$ cat src/rtl/timer_irq_src.sv
`default_nettype none
// ============================================================================
// Module   : timer_irq_src
// Brief    : Memory-mapped countdown timer and interrupt source. Supports
//            one-shot and auto-reload modes (auto-reload needs the
//            TIMER_AUTORELOAD_EN macro).
// Revision : 1.0 - initial release
// ============================================================================
module timer_irq_src (
    input  logic        clk,
    input  logic        rst,
    input  logic [1:0]  addr,
    input  logic        we,
    input  logic [31:0] wdata,
    output logic [31:0] rdata,
    output logic        IRQ
);

    localparam logic [1:0] c_ST_IDLE = 2'd0;
    localparam logic [1:0] c_ST_LOAD = 2'd1;
    localparam logic [1:0] c_ST_CNT  = 2'd2;
    localparam logic [1:0] c_ST_INT  = 2'd3;

    logic [1:0]  state_q, state_d;
    logic        en_q, en_d;
    logic [1:0]  mode_q, mode_d;
    logic        im_q, im_d;
    logic [31:0] preset_q, preset_d;
    logic [31:0] count_q, count_d;
    logic        irq_flag_q, irq_flag_d;

    logic        w_autoreload;
    logic        w_wr_ctrl;
    logic        w_wr_preset;

`ifdef TIMER_AUTORELOAD_EN
    assign w_autoreload = (mode_q == 2'b01);
`else
    assign w_autoreload = 1'b0;
`endif

    assign w_wr_ctrl   = we && (addr == 2'd0);
    assign w_wr_preset = we && (addr == 2'd1);

    always_comb begin
        state_d    = state_q;
        en_d       = en_q;
        mode_d     = mode_q;
        im_d       = im_q;
        preset_d   = preset_q;
        count_d    = count_q;
        irq_flag_d = irq_flag_q;

        case (state_q)
            c_ST_IDLE: begin
                if (en_q) begin
                    state_d = c_ST_LOAD;
                end
            end
            c_ST_LOAD: begin
                count_d = preset_q;
                state_d = c_ST_CNT;
            end
            c_ST_CNT: begin
                if (!en_q) begin
                    state_d = c_ST_IDLE;
                end else if (count_q > 32'd1) begin
                    count_d = count_q - 32'd1;
                end else begin
                    count_d = 32'd0;
                    state_d = c_ST_INT;
                end
            end
            default: begin
                irq_flag_d = 1'b1;
                if (w_autoreload) begin
                    state_d = c_ST_LOAD;
                end else begin
                    en_d    = 1'b0;
                    state_d = c_ST_IDLE;
                end
            end
        endcase

        // Auto-reload flag lives only for the cycle following INT.
        if (w_autoreload && (state_q != c_ST_INT)) begin
            irq_flag_d = 1'b0;
        end

        // A register write discards this cycle's FSM update entirely.
        if (w_wr_ctrl || w_wr_preset) begin
            state_d    = c_ST_IDLE;
            irq_flag_d = 1'b0;
            count_d    = count_q;
            en_d       = en_q;
            if (w_wr_ctrl) begin
                en_d   = wdata[0];
                mode_d = wdata[2:1];
                im_d   = wdata[3];
            end
            if (w_wr_preset) begin
                preset_d = wdata;
            end
        end
    end

    always_ff @(posedge clk) begin
        if (rst) begin
            state_q    <= c_ST_IDLE;
            en_q       <= 1'b0;
            mode_q     <= 2'b00;
            im_q       <= 1'b0;
            preset_q   <= 32'd0;
            count_q    <= 32'd0;
            irq_flag_q <= 1'b0;
        end else begin
            state_q    <= state_d;
            en_q       <= en_d;
            mode_q     <= mode_d;
            im_q       <= im_d;
            preset_q   <= preset_d;
            count_q    <= count_d;
            irq_flag_q <= irq_flag_d;
        end
    end

    always_comb begin
        rdata = 32'd0;
        case (addr)
            2'd0:    rdata = {28'd0, im_q, mode_q, en_q};
            2'd1:    rdata = preset_q;
            2'd2:    rdata = count_q;
            default: rdata = 32'd0;
        endcase
    end

    assign IRQ = irq_flag_q & im_q;

endmodule
`default_nettype wire

$ cat config.mk
export PLATFORM = sky130hd
export DESIGN_NAME = timer_irq_src
export DESIGN_NICKNAME = d
export VERILOG_FILES = /design/src/rtl/timer_irq_src.sv
export SDC_FILE = /design/constraint.sdc
export NUM_CORES = 1
export LEC_CHECK = 0
export BUFFER_PORTS_ARGS = -buffer_cell sky130_fd_sc_hd__clkbuf_2
export CORE_UTILIZATION = 60
export CTS_CLUSTER_DIAMETER = 50
export CTS_CLUSTER_SIZE = 8
export DETAILED_ROUTE_END_ITERATION = 10
export PLACE_DENSITY = 0.85
export SYNTH_ARGS = -nofsm -noshare
export SYNTH_HDL_FRONTEND = slang
export SYNTH_SLANG_ARGS = --single-unit
$ cat constraint.sdc
create_clock -name clk -period 8 [get_ports clk]
set_clock_uncertainty 0.2 [all_clocks]
set_input_delay 1.2 -clock clk [delete_from_list [all_inputs] [get_ports clk]]
set_output_delay 1.2 -clock clk [all_outputs]
set_load 0.01 [all_outputs]
After elaboration in Yosys (flattened, before gate mapping)
Cells that the tools add are included.

Register bits after elaboration: 71. Input bits: 37. Output and inout bits: 33. Logic and storage cells: 44.

Add/sub/neg operators: 1. Magnitude comparators: 1. Equality and inequality tests: 9. Multiplexer cells: 11. Bitwise operators: 2. Reductions and logical operators: 13.

Operators by type and width (count): $pmux 32 s3 (1); $mux 32 (2); $pmux 32 s2 (1); $gt 32x1->1 const B (1); $sub 32x1->32 const B (1); $reduce_and 2->1 (4); $mux 2 (3); $ne 2x2->1 const B (3); $pmux 2 s3 (1); $eq 2x1->1 const B (2); $eq 2x2->1 const B (2); $logic_not 2->1 (2); $mux 1 (3); $ne 3x3->1 const B (1); $reduce_and 3->1 (1); $reduce_or 3->1 (1); $logic_and 1x1->1 (2); $ne 2x1->1 const B (1); $reduce_bool 2->1 (1); $reduce_or 2->1 (1); $and 1x1->1 (1); $logic_or 1x1->1 (1); $not 1->1 (1).

Depth between registers and ports, before layout
Gate-level depths: netlist (run 1).

Depth in word-level cells: 5. Gate-level depth with buffers: 9. Mapped depth without buffers: 8.

Least setup slack after synthesis (run 1)
No wires, ideal clock.

Path type: in2out. Start: input port addr[1]. End: output port rdata[13]. Data arrival time: 2.411 ns. Required time: 6.600 ns. Setup slack: 4.189 ns. Cell stages on the path: 5. Buffers on the path: 3. Path through: clkbuf_1 -> nor2b_1 -> clkbuf_1 -> buf_1 -> a22o_1.

Longest elaborated chain between the ends: 2. Elaborated cells between the ends (all ways): 4. Classes of those cells: 2 x eq/ne; 1 x mux; 1 x reduce/logical.

RTL lines: start: declaration (RTL line 12) `input logic [1:0] addr,`; $eq 2x2->1, or another cell as far along (RTL line 129) `case (addr)`; $pmux 32 s3 (*) (RTL line 129); end: declaration (RTL line 15) `output logic [31:0] rdata,`.

Mark *: on every way between the ends. The rest lies on a longest branch, timed or not.

Worst setup path in the final report (run 1)
Start: input port addr[1]. End: output port rdata[18].

The elaborated chain is that of the path after synthesis.

==> run_results.csv, run 1 <==
group,metric,value,unit
power_and_ir_drop,vdd_drop_max,0.1659,mV
timing,max-slew-margin-rel,0.1638,
timing,worstMarginPinSlew,1249,ps
critical_path,path_delay_family,"simple AND/OR/NAND/NOR gates",
grt,antenna_found_initial,0,
route,wl_per_cell,17.36,um
synth,ys_seq_area_frac,0.3665,
clocking,cts_setup_buffers,0,
critical_path,critPathArrivalTime,2850,ps
die,die_w,82.40,um
power_and_ir_drop,comb_power_share,0.436,
timing,rsz0062_at_grt,"false",
layout,drive_gt1_frac,0.1710,
power_and_ir_drop,p_clk_frac,0.255,
die,dieArea,0.006790,sq mm
route,vias,4238,
clocking,cts_tree,"yes",
die,io_pins,70,
timing,final.setup.worst_slack,3750,ps
clocking,cts_sinks,71,
timing,clock.fmax,0.2353,GHz
synth,ys_warn_count,0,
critical_path,crit_buf_inv,2,
power_and_ir_drop,power_density,293.0,mW/mm^2
clocking,cts-htree-levels,3,
job,max-cap-violations,0,
timing,period_share,0.5312,
route,drtIter0Drc,583,
critical_path,critical_path_class,"in2out",
critical_path,cp_max_fo,28,
placed_design,placed_area,0.004204,sq mm
layout,area_delta_synth_final,14.35,%
route,via_per_inst,6.540,
layout,layout_common_cells,"nand2_1, dfxtp_1, clkbuf_2, a21oi_1, a22o_1",
clocking,path_clk_slew,80,ps
layout,nets,610,
synth,synth_nets,568,
synth,synth-edff-count,0,
die,core-area,0.006061,sq mm
grt,grt_pass1_vias,3732,
grt,grt_max_degree,63,
die,die_h,82.40,um
timing,finalSetupTns,0,ps
clocking,cts_inserted_buffers,9,
timing,final_max_slew_viol_count,0,
layout,final_common_cell,"nand2_1",
layout,fill_cells,505,
grt,grt_overflow,0,
power_and_ir_drop,pwr-share-seq,0.309,
die,row_count,28,
grt,grt_util_all_layers,0.3509,
route,antenna_left,0,
route,post-route-drc-count,0,
timing,hold_violations,0,
grt,gr-usage-met1,0.4701,
layout,final_area,0.004436,sq mm
critical_path,worstSetupStartpointType,"input pin",
grt,met3_usage,0.06044,
placed_design,post-place-ws,3772,ps
outcome,status,"complete, no violations",
power_and_ir_drop,total_power,1.300,mW
synth,synth-async-reset-ratio,0,
timing,holdWs,266.4,ps
critical_path,worstPathCellList,"clkbuf_2, nor2b_2, a22o_1, clkbuf_2",
placed_design,placed_cells,632,
clocking,cts_resized,0,
hold_path,hold_path.class,"reg2reg",
timing,fin_crit,4250,ps
power_and_ir_drop,p_int,729.8,uW
power_and_ir_drop,p_leak,1.727,nW
timing,setup_viol,0,
layout,antennaDiodeCount,0,
grt,grt.busiest_layer,"met2",
layout,utilization,0.7318,
critical_path,timing.critical_path.slowest_stage_cell,"nor2b_2",
layout,instances_no_fill,648,
clocking,cts-root-buf,"clkbuf_8",
synth,synthCells,526,
clocking,clk_path_buf_depth,2,
placed_design,place_hpwl,7.025,mm
critical_path,worst_ep_required_time,6600,ps
power_and_ir_drop,p_sw,569.7,uW
synth,syn_avg_cell_area,7.374,sq um
synth,synth_ff_type,"dfxtp_1",
placed_design,gpl.final_weighted_congestion,0.8855,
die,start_util,0.6400,
placed_design,portBuffers,69,
grt,grt_pass1_wl,18.02,mm
route,finalWirelength,11.25,mm
power_and_ir_drop,swShare,0.4384,
synth,syn_area,0.003879,sq mm
route,dr.pass1.iters,5,
synth,synth_seq_cells,71,
clocking,insertion_delay,350,ps
critical_path,worst_setup_path_end_kind,"output port",
critical_path,crit_top_cell,"clkbuf_2",
synth,netlist-cell-type-count,44,
grt,met2_usage,0.5504,
clocking,ctsHoldBuffers,0,
critical_path,critPathMaxStageDelay,1020,ps
state kept, by name (all words and copies together) (netlist names):
register,flops
state_q,2
im_q,1
preset_q,32
irq_flag_q,1
count_q,32
en_q,1
mode_q,2
power groups by stage:
stage	sequential (mW)	combinational, mW	clock [mW]
floorplan	0.399	0.395	0
global placement	0.407	0.517	0
detailed placement	0.408	0.528	0
CTS	0.400	0.542	0.333
global route	0.404	0.616	0.345
finish	0.402	0.567	0.331
cell families (layout without fill, tap and decap cells):
group           after synthesis  in the layout  share of synthesized area
simple gates                208            208                     0.2555
compound gates              181            181                     0.2955
flops                        71             71                     0.3665
buf+inv                      57            104                    0.05613
fa+ha+maj                     5              5                    0.01613
mux                           4              4                    0.01032
path summary, 6_finish.rpt:
| path | from | cells past startpoint | slack (ps) | endpoint |
|---|---|---|---|---|
| worst min-delay path | preset_q[17] | 2 | 270 | preset_q[17] |
| worst max-delay path | addr[1] | 4 | 3750 | rdata[18] |
| worst max register to register | count_q[15] | 7 | 4650 | count_q[9] |
| worst min register to register | preset_q[17] | 2 | 270 | preset_q[17] |
synth_stat cells, types with 3 or more instances:
master     count  area, sq um
ha_1           5        62.56
a31oi_1        8        50.05
nand4_1        4        25.02
or3_1          6        37.54
nand2_1       95        356.6
a32o_1         7        70.07
nor2_1        28        105.1
o32ai_1        4        35.03
a21oi_1       63        315.3
o2bb2ai_1      3        26.28
o31ai_1        4        30.03
a211oi_1       3        22.52
mux2i_1        4        40.04
clkbuf_1      39        146.4
o21ai_0       24        120.1
o21ai_1       22        110.1
nor4_1        13        81.33
dfxtp_1       71         1421
buf_2          3        15.01
nand2b_1       5        31.28
o211ai_1       3        22.52
a22o_1        29        254.0
nor3_1        16        80.08
nor2b_1       14        87.58
and3_1         5        31.28
inv_1         12        45.04
a221oi_1       3        26.28
nand3_1       10        50.05
and4b_1        3        30.03
tightest hold or removal path: cells and delay by family, from the launching register on:
family | cells | cell delay, ps
and+or+nand+nor | 1 | 50
AOI/OAI and AO/OA | 1 | 50
DFF | 1 | 320
per-layer routing:
layer,vias up,wire (um)
met5,-,0
met4,0,185
met3,21,1241
met2,268,5228
met1,1959,4594
li1,1990,-
area by class of cell:
cell class              count  area, sq um  share of cell area
multi-input cells         398         2250              0.5072
flip-flops and latches     71         1421              0.3205
repair buffers             75        390.4             0.08801
clock buffers              11        151.4             0.03413
well taps                  75        93.84             0.02116
clock inverters             5        80.08             0.01805
inverters                  13        48.80             0.01100
No activity file was read; power rests on OpenSTA's default activity.
==> run 2, diff against run 1 <==
--- a/config.mk
+++ b/config.mk
@@ -5,12 +5,13 @@
 export SDC_FILE = /design/constraint.sdc
 export NUM_CORES = 1
 export LEC_CHECK = 0
+export ABC_AREA = 1
 export BUFFER_PORTS_ARGS = -buffer_cell sky130_fd_sc_hd__clkbuf_2
-export CORE_UTILIZATION = 60
+export CORE_UTILIZATION = 57
 export CTS_CLUSTER_DIAMETER = 50
 export CTS_CLUSTER_SIZE = 8
 export DETAILED_ROUTE_END_ITERATION = 10
-export PLACE_DENSITY = 0.85
+export PLACE_DENSITY = 0.81
 export SYNTH_ARGS = -nofsm -noshare
 export SYNTH_HDL_FRONTEND = slang
 export SYNTH_SLANG_ARGS = --single-unit
==> constraint.sdc (replaced) <==
create_clock -name clk -period 4 [get_ports clk]
set_clock_uncertainty 0.2 [all_clocks]
set_input_delay 0.6 -clock clk [delete_from_list [all_inputs] [get_ports clk]]
set_output_delay 0.6 -clock clk [all_outputs]
set_load 0.01 [all_outputs]
==> run 2 against run 1 <==
Cell count rose by 21%. Non-clock buffer count fell by 3. Wire length fell by 1.4%. Critical path type is now reg2reg.
==> run_results.csv, run 2 <==
group,metric,value,unit
outcome,status,"complete, no violations",
placed_design,placed_area,0.004428,sq mm
timing,holdWs,248.4,ps
placed_design,place_hpwl,7.624,mm
critical_path,critPathArrivalTime,3050,ps
timing,final_max_slew_viol_count,0,
hold_path,hold_path.class,"in2reg",
synth,synth_top_family_by_area,"compound AO/OA/AOI/OAI gates",
synth,ys_seq_area_frac,0.3479,
layout,drive_gt1_frac,0.1562,
timing,rsz0062_at_grt,"false",
route,post-route-drc-count,0,
placed_design,gpl.final_weighted_congestion,0.9360,
synth,synth_ff_type,"dfxtp_1",
clocking,insertion_delay,370,ps
placed_design,placed_cells,765,
route,antenna_left,0,
layout,nets,722,
die,dieArea,0.007509,sq mm
power_and_ir_drop,total_power,3.588,mW
clocking,cts_setup_buffers,0,
critical_path,critPathMaxStageDelay,520,ps
layout,final_area,0.004627,sq mm
timing,final.setup.worst_slack,1005,ps
layout,layout_common_cells,"a21oi_1, nand2_1, inv_1, o21ai_0, dfxtp_1",
critical_path,worstPathCellList,"inv_1, ha_1, inv_2, o21ai_0, nor2_2, inv_2, a21oi_1, a21oi_1",
layout,final_common_cell,"a21oi_1",
critical_path,cp_max_fo,33,
layout,fill_cells,636,
clocking,cts-htree-levels,3,
clocking,ctsHoldBuffers,0,
die,start_util,0.5947,
layout,instances_no_fill,781,
grt,grt_overflow,0,
critical_path,critical_path_class,"reg2reg",
layout,reg_top3,"count_q (32), preset_q (32)",
job,max-cap-violations,0,
synth,ys_warn_count,0,
critical_path,worst_setup_path_end_kind,"flop",
placed_design,post-place-ws,1070,ps
power_and_ir_drop,power_density,775.5,mW/mm^2
layout,utilization,0.6736,
synth,synth.area.mux_share,0,
synth,yosys.area_share.simple,0.2202,
timing,finalSetupTns,0,ps
layout,antennaDiodeCount,0,
timing,setup_viol,0,
critical_path,worstSetupStartpointType,"flop",
power_and_ir_drop,vdd_drop_max,0.3591,mV
grt,grt_max_degree,65,
synth,yosys-top-cells-area,"dfxtp_1, a21oi_1, o21ai_0",
clocking,cts_sinks,71,
timing,period_share,0.7488,
synth,synth_top_area_share,0.3479,
route,dr.pass1.iters,5,
synth,synth_largest_area_cell,"dfxtp_1",
die,die_h,86.66,um
layout,area_delta_synth_final,13.26,%
route,finalWirelength,11.09,mm
synth,synth.top_cells.by_count,"a21oi_1, nand2_1, inv_1",
synth,syn_avg_cell_area,6.495,sq um
grt,antenna_found_initial,0,
synth,synth_most_common_cell,"a21oi_1",
clocking,clk_path_buf_depth,2,
synth,synth_nets,671,
route,vias,4402,
clocking,cts_tree,"yes",
timing,max-slew-margin-rel,0.2026,
synth,synth-adder-area-share,0.01531,
clocking,path_clk_slew,80,ps
grt,grt_pass1_wl,18.37,mm
synth,synth-edff-count,0,
power_and_ir_drop,p_leak,2.011,nW
synth,syn_area,0.004085,sq mm
die,die_w,86.66,um
clocking,cts-root-buf,"clkbuf_8",
die,row_count,30,
placed_design,portBuffers,69,
grt,grt_pass1_vias,4083,
synth,synth-async-reset-ratio,0,
synth,synthXorXnorAreaFrac,0.02573,
synth,synth_compound_area_frac,0.2757,
die,io_pins,70,
timing,clock.fmax,0.3339,GHz
synth,synthCells,629,
grt,grt_util_all_layers,0.3106,
route,wl_per_cell,14.20,um
die,core-area,0.006869,sq mm
timing,hold_violations,0,
synth,netlist-cell-type-count,25,
timing,worstMarginPinSlew,1193,ps
critical_path,crit_buf_inv,3,
route,drtIter0Drc,344,
clocking,cts_inserted_buffers,9,
clocking,cts_resized,0,
critical_path,worst_ep_required_time,4050,ps
route,via_per_inst,5.636,
critical_path,timing.critical_path.slowest_stage_cell,"nor2_2",
synth,synth_seq_cells,71,
critical_path,path_delay_family,"buffers and inverters",
timing,fin_crit,2995,ps
==> run 2: cell types whose count changed after synthesis, sizes merged, moves of 12 or more <==
cell | before | now
inv | 12 | 86
nor2 | 28 | 79
a21oi | 63 | 99
o21ai | 46 | 79
a22o | 29 | 0
o22ai | 1 | 28
nand3 | 10 | 28
clkbuf | 39 | 22
nor3 | 17 | 0
nor2b | 14 | 0
nor4 | 14 | 0
xor2 | 0 | 12
==> run 2: final timing paths <==
| kind | from | endpoint | slack [ps] | cells past startpoint |
|---|---|---|---|---|
| setup / recovery | state_q[0] | count_q[22] | 1000 | 8 |
| hold / removal | rst | preset_q[0] | 250 | 2 |
| setup reg to reg | state_q[0] | count_q[22] | 1000 | 8 |
| hold reg to reg | preset_q[16] | preset_q[16] | 280 | 2 |
==> run 2: routing by layer <==
layer / up-vias / part of all wire / GRT usage / routed length, um
li1: 2176 / - / - / -
met1: 2048 / 0.44 / 0.3813 / 4842
met2: 149 / 0.49 / 0.5339 / 5383
met3: 29 / 0.055 / 0.07048 / 615
met4: 0 / 0.022 / 0.1091 / 247
met5: - / 0 / 0 / 0
==> run 2: worst reg2reg max path: stages, from the launching register on <==
cell	delay (ps)
dfxtp_1	340
inv_1	90
ha_1	260
inv_2	480
o21ai_0	190
nor2_2	520
inv_2	420
a21oi_1	280
a21oi_1	90
==> run 2: layout make-up <==
type	instances	area, sq um	share of cell area
Multi-Input combinational cell	440	2196	0.4746
Timing Repair Buffer	72	367.9	0.07950
Inverter	86	322.8	0.06977
Sequential cell	71	1421	0.3072
Clock buffer	10	127.6	0.02758
Tap cell	96	120.1	0.02596
Clock inverter	6	71.32	0.01541
==> run 2: cells by family after synthesis <==
logic type,after synthesis
adder cells (fa/ha/maj),5
AND/OR/NAND/NOR,211
flip-flops,71
XOR/XNOR,12
buffers and inverters,118
AO/OA/AOI/OAI,212
==> run 2: power breakdown <==
part           internal (mW)  switching, mW  leakage (nW)  total, mW
clock network          0.291          0.292        0.0927      0.583
logic                  0.612           1.38          1.34       1.99
registers              0.851          0.161         0.581       1.01
total                   1.75           1.83          2.01       3.59
==> run 3, diff against run 2 <==
--- a/config.mk
+++ b/config.mk
@@ -5,13 +5,13 @@
 export SDC_FILE = /design/constraint.sdc
 export NUM_CORES = 1
 export LEC_CHECK = 0
-export ABC_AREA = 1
+export ABC_AREA = 0
 export BUFFER_PORTS_ARGS = -buffer_cell sky130_fd_sc_hd__clkbuf_2
-export CORE_UTILIZATION = 57
+export CORE_UTILIZATION = 56
 export CTS_CLUSTER_DIAMETER = 50
 export CTS_CLUSTER_SIZE = 8
 export DETAILED_ROUTE_END_ITERATION = 10
-export PLACE_DENSITY = 0.81
+export PLACE_DENSITY = 0.8
 export SYNTH_ARGS = -nofsm -noshare
 export SYNTH_HDL_FRONTEND = slang
 export SYNTH_SLANG_ARGS = --single-unit
==> constraint.sdc (replaced) <==
create_clock -name clk -period 3.14 [get_ports clk]
set_clock_uncertainty 0.2 [all_clocks]
set_input_delay 0.471 -clock clk [delete_from_list [all_inputs] [get_ports clk]]
set_output_delay 0.471 -clock clk [all_outputs]
set_load 0.01 [all_outputs]
==> run 3 against run 2 <==
First-iteration DRC count up 21%. Flip-flop and latch count unchanged. Maximum frequency grew 8.3%. Final area decreased by 3.7%. Wire length is 1.9% higher. Worst setup slack lost 630 ps. Worst hold slack got worse by 100 ps. Critical path type unchanged. Global-route usage grew 0.96 points. Critical path depth fell by 1. Die area decreased by 3.3%. Clock-buffer cell count up 2. Non-clock buffer count up 16.
==> run_results.csv, run 3 (synthesis results as in run 1) <==
group,metric,value,unit
critical_path,critical_path_class,"reg2reg",
die,io_pins,70,
critical_path,r2r_slack,380,ps
outcome,status,"complete, no violations",
layout,utilization,0.6824,
clocking,cts_sinks,71,
critical_path,reg2reg_depth,7,
critical_path,timing.critical_path.slowest_stage_cell,"nor4_1",
clocking,cts_inserted_buffers,9,
clocking,cts-root-buf,"clkbuf_8",
die,die_w,85.23,um
critical_path,r2r_end,"state_q[0]",
placed_design,portBuffers,69,
hold_path,whs_endpoint,"preset_q[11]",
route,drtIter0Drc,417,
power_and_ir_drop,power_density,709.9,mW/mm^2
critical_path,cp.depth,7,
critical_path,crit_start,"count_q[9]",
layout,layout_common_cells,"nand2_1, dfxtp_1, clkbuf_2, a21oi_1, a22o_1",
die,start_util,0.5939,
route,finalWirelength,11.30,mm
grt,grt_max_degree,49,
clocking,cts_tree,"yes",
route,post-route-drc-count,0,
timing,worstMarginPinSlew,716.1,ps
timing,final_max_slew_viol_count,0,
clocking,cts-htree-levels,3,
timing,fin_crit,2764,ps
critical_path,path_delay_family,"simple AND/OR/NAND/NOR gates",
grt,grt_pass1_vias,3806,
route,via_per_inst,6.321,
power_and_ir_drop,p_leak,1.751,nW
placed_design,placed_cells,647,
layout,nets,623,
timing,clock.fmax,0.3617,GHz
timing,period_share,0.8804,
critical_path,critPathMaxStageDelay,570,ps
layout,instances_no_fill,660,
layout,drive_gt1_frac,0.1818,
critical_path,worst_ep_required_time,3210,ps
critical_path,worst_setup_path_end_kind,"flop",
hold_path,min_path_cells,3,
timing,hold_violations,0,
die,row_count,29,
layout,fill_cells,573,
critical_path,cp_max_fo,14,
layout,reg_top3,"count_q (32), preset_q (32)",
critical_path,worstSetupStartpointType,"flop",
layout,antennaDiodeCount,0,
grt,grt_overflow,0,
timing,setup_viol,0,
layout,area_delta_synth_final,14.90,%
die,die_h,85.23,um
clocking,path_clk_slew,70,ps
clocking,cts_setup_buffers,0,
critical_path,reg2reg_from,"count_q[9]",
hold_path,holdCritStartpoint,"wdata[11]",
placed_design,gpl.final_weighted_congestion,0.9386,
critical_path,critPathArrivalTime,2840,ps
die,dieArea,0.007263,sq mm
hold_path,hold_path.class,"in2reg",
route,dr.pass1.iters,6,
critical_path,worstPathCellList,"nor4_1, nand4_1, nor3_2, buf_4, o21ai_1, or3_1, a21oi_1",
route,wl_per_cell,17.13,um
clocking,clk_path_buf_depth,2,
timing,rsz0062_at_grt,"false",
timing,finalSetupTns,0,ps
clocking,insertion_delay,340,ps
placed_design,place_hpwl,7.554,mm
die,core-area,0.006531,sq mm
grt,antenna_found_initial,0,
clocking,ctsHoldBuffers,0,
power_and_ir_drop,vdd_drop_max,0.3272,mV
route,vias,4172,
clocking,cts_resized,0,
grt,grt_pass1_wl,18.38,mm
route,antenna_left,0,
job,max-cap-violations,0,
critical_path,crit_buf_inv,1,
layout,final_common_cell,"nand2_1",
grt,grt_util_all_layers,0.3201,
timing,max-slew-margin-rel,0.5208,
==> run 3: tightest hold or removal path, stage by stage <==
cell and delay (ps):
clkbuf_2 80, nand2_1 40, a21oi_1 50
==> run 3: power breakdown <==
| group | total (mW) | internal (mW) | switching [mW] | leakage [nW] |
|---|---|---|---|---|
| Combinational | 1.53 | 0.497 | 1.03 | 1.10 |
| Sequential | 1.02 | 0.955 | 0.0660 | 0.575 |
| Clock | 0.614 | 0.296 | 0.318 | 0.0744 |
==> run 3: routing by layer <==
layer	vias up	wire length (um)	GRT usage	share of wire
li1	2011	-	-	-
met3	16	1062	0.07393	0.094
met2	203	5152	0.5000	0.46
met1	1942	4936	0.4430	0.44
met4	0	152	0.09245	0.013
met5	-	0	0	0
==> run 3: final cells by class <==
class	count	area [sq um]	share of cell area
well taps	77	96.34	0.02162
multi-input cells	398	2250	0.5048
inverters	13	48.80	0.01095
clock buffers	12	145.1	0.03257
flip-flops and latches	71	1421	0.3189
clock inverters	1	7.507	0.001684
repair buffers	88	488.0	0.1095
==> run 3: worst max path at each step <==
stage | to | slack [ps]
detailed placement | state_q[0] | 430
CTS | state_q[0] | 420
finish | state_q[0] | 380
floorplan | count_q[31] | 590
global route | count_q[13] | 90
global placement | state_q[0] | 480
==> run 3: stage by stage <==
step | area [sq um] | setup slack (ps) | total power, mW | hold slack, ps
floorplan | 3879 | 586.2 | 2.023 | 231.7
global placement | 4304 | 482.5 | 2.472 | 243.2
detailed placement | 4304 | 433.4 | 2.500 | 252.1
CTS | 4457 | 418.1 | 3.120 | 135.7
global route | 4457 | 87.68 | 3.349 | 139.0
finish | 4457 | 375.5 | 3.164 | 147.2
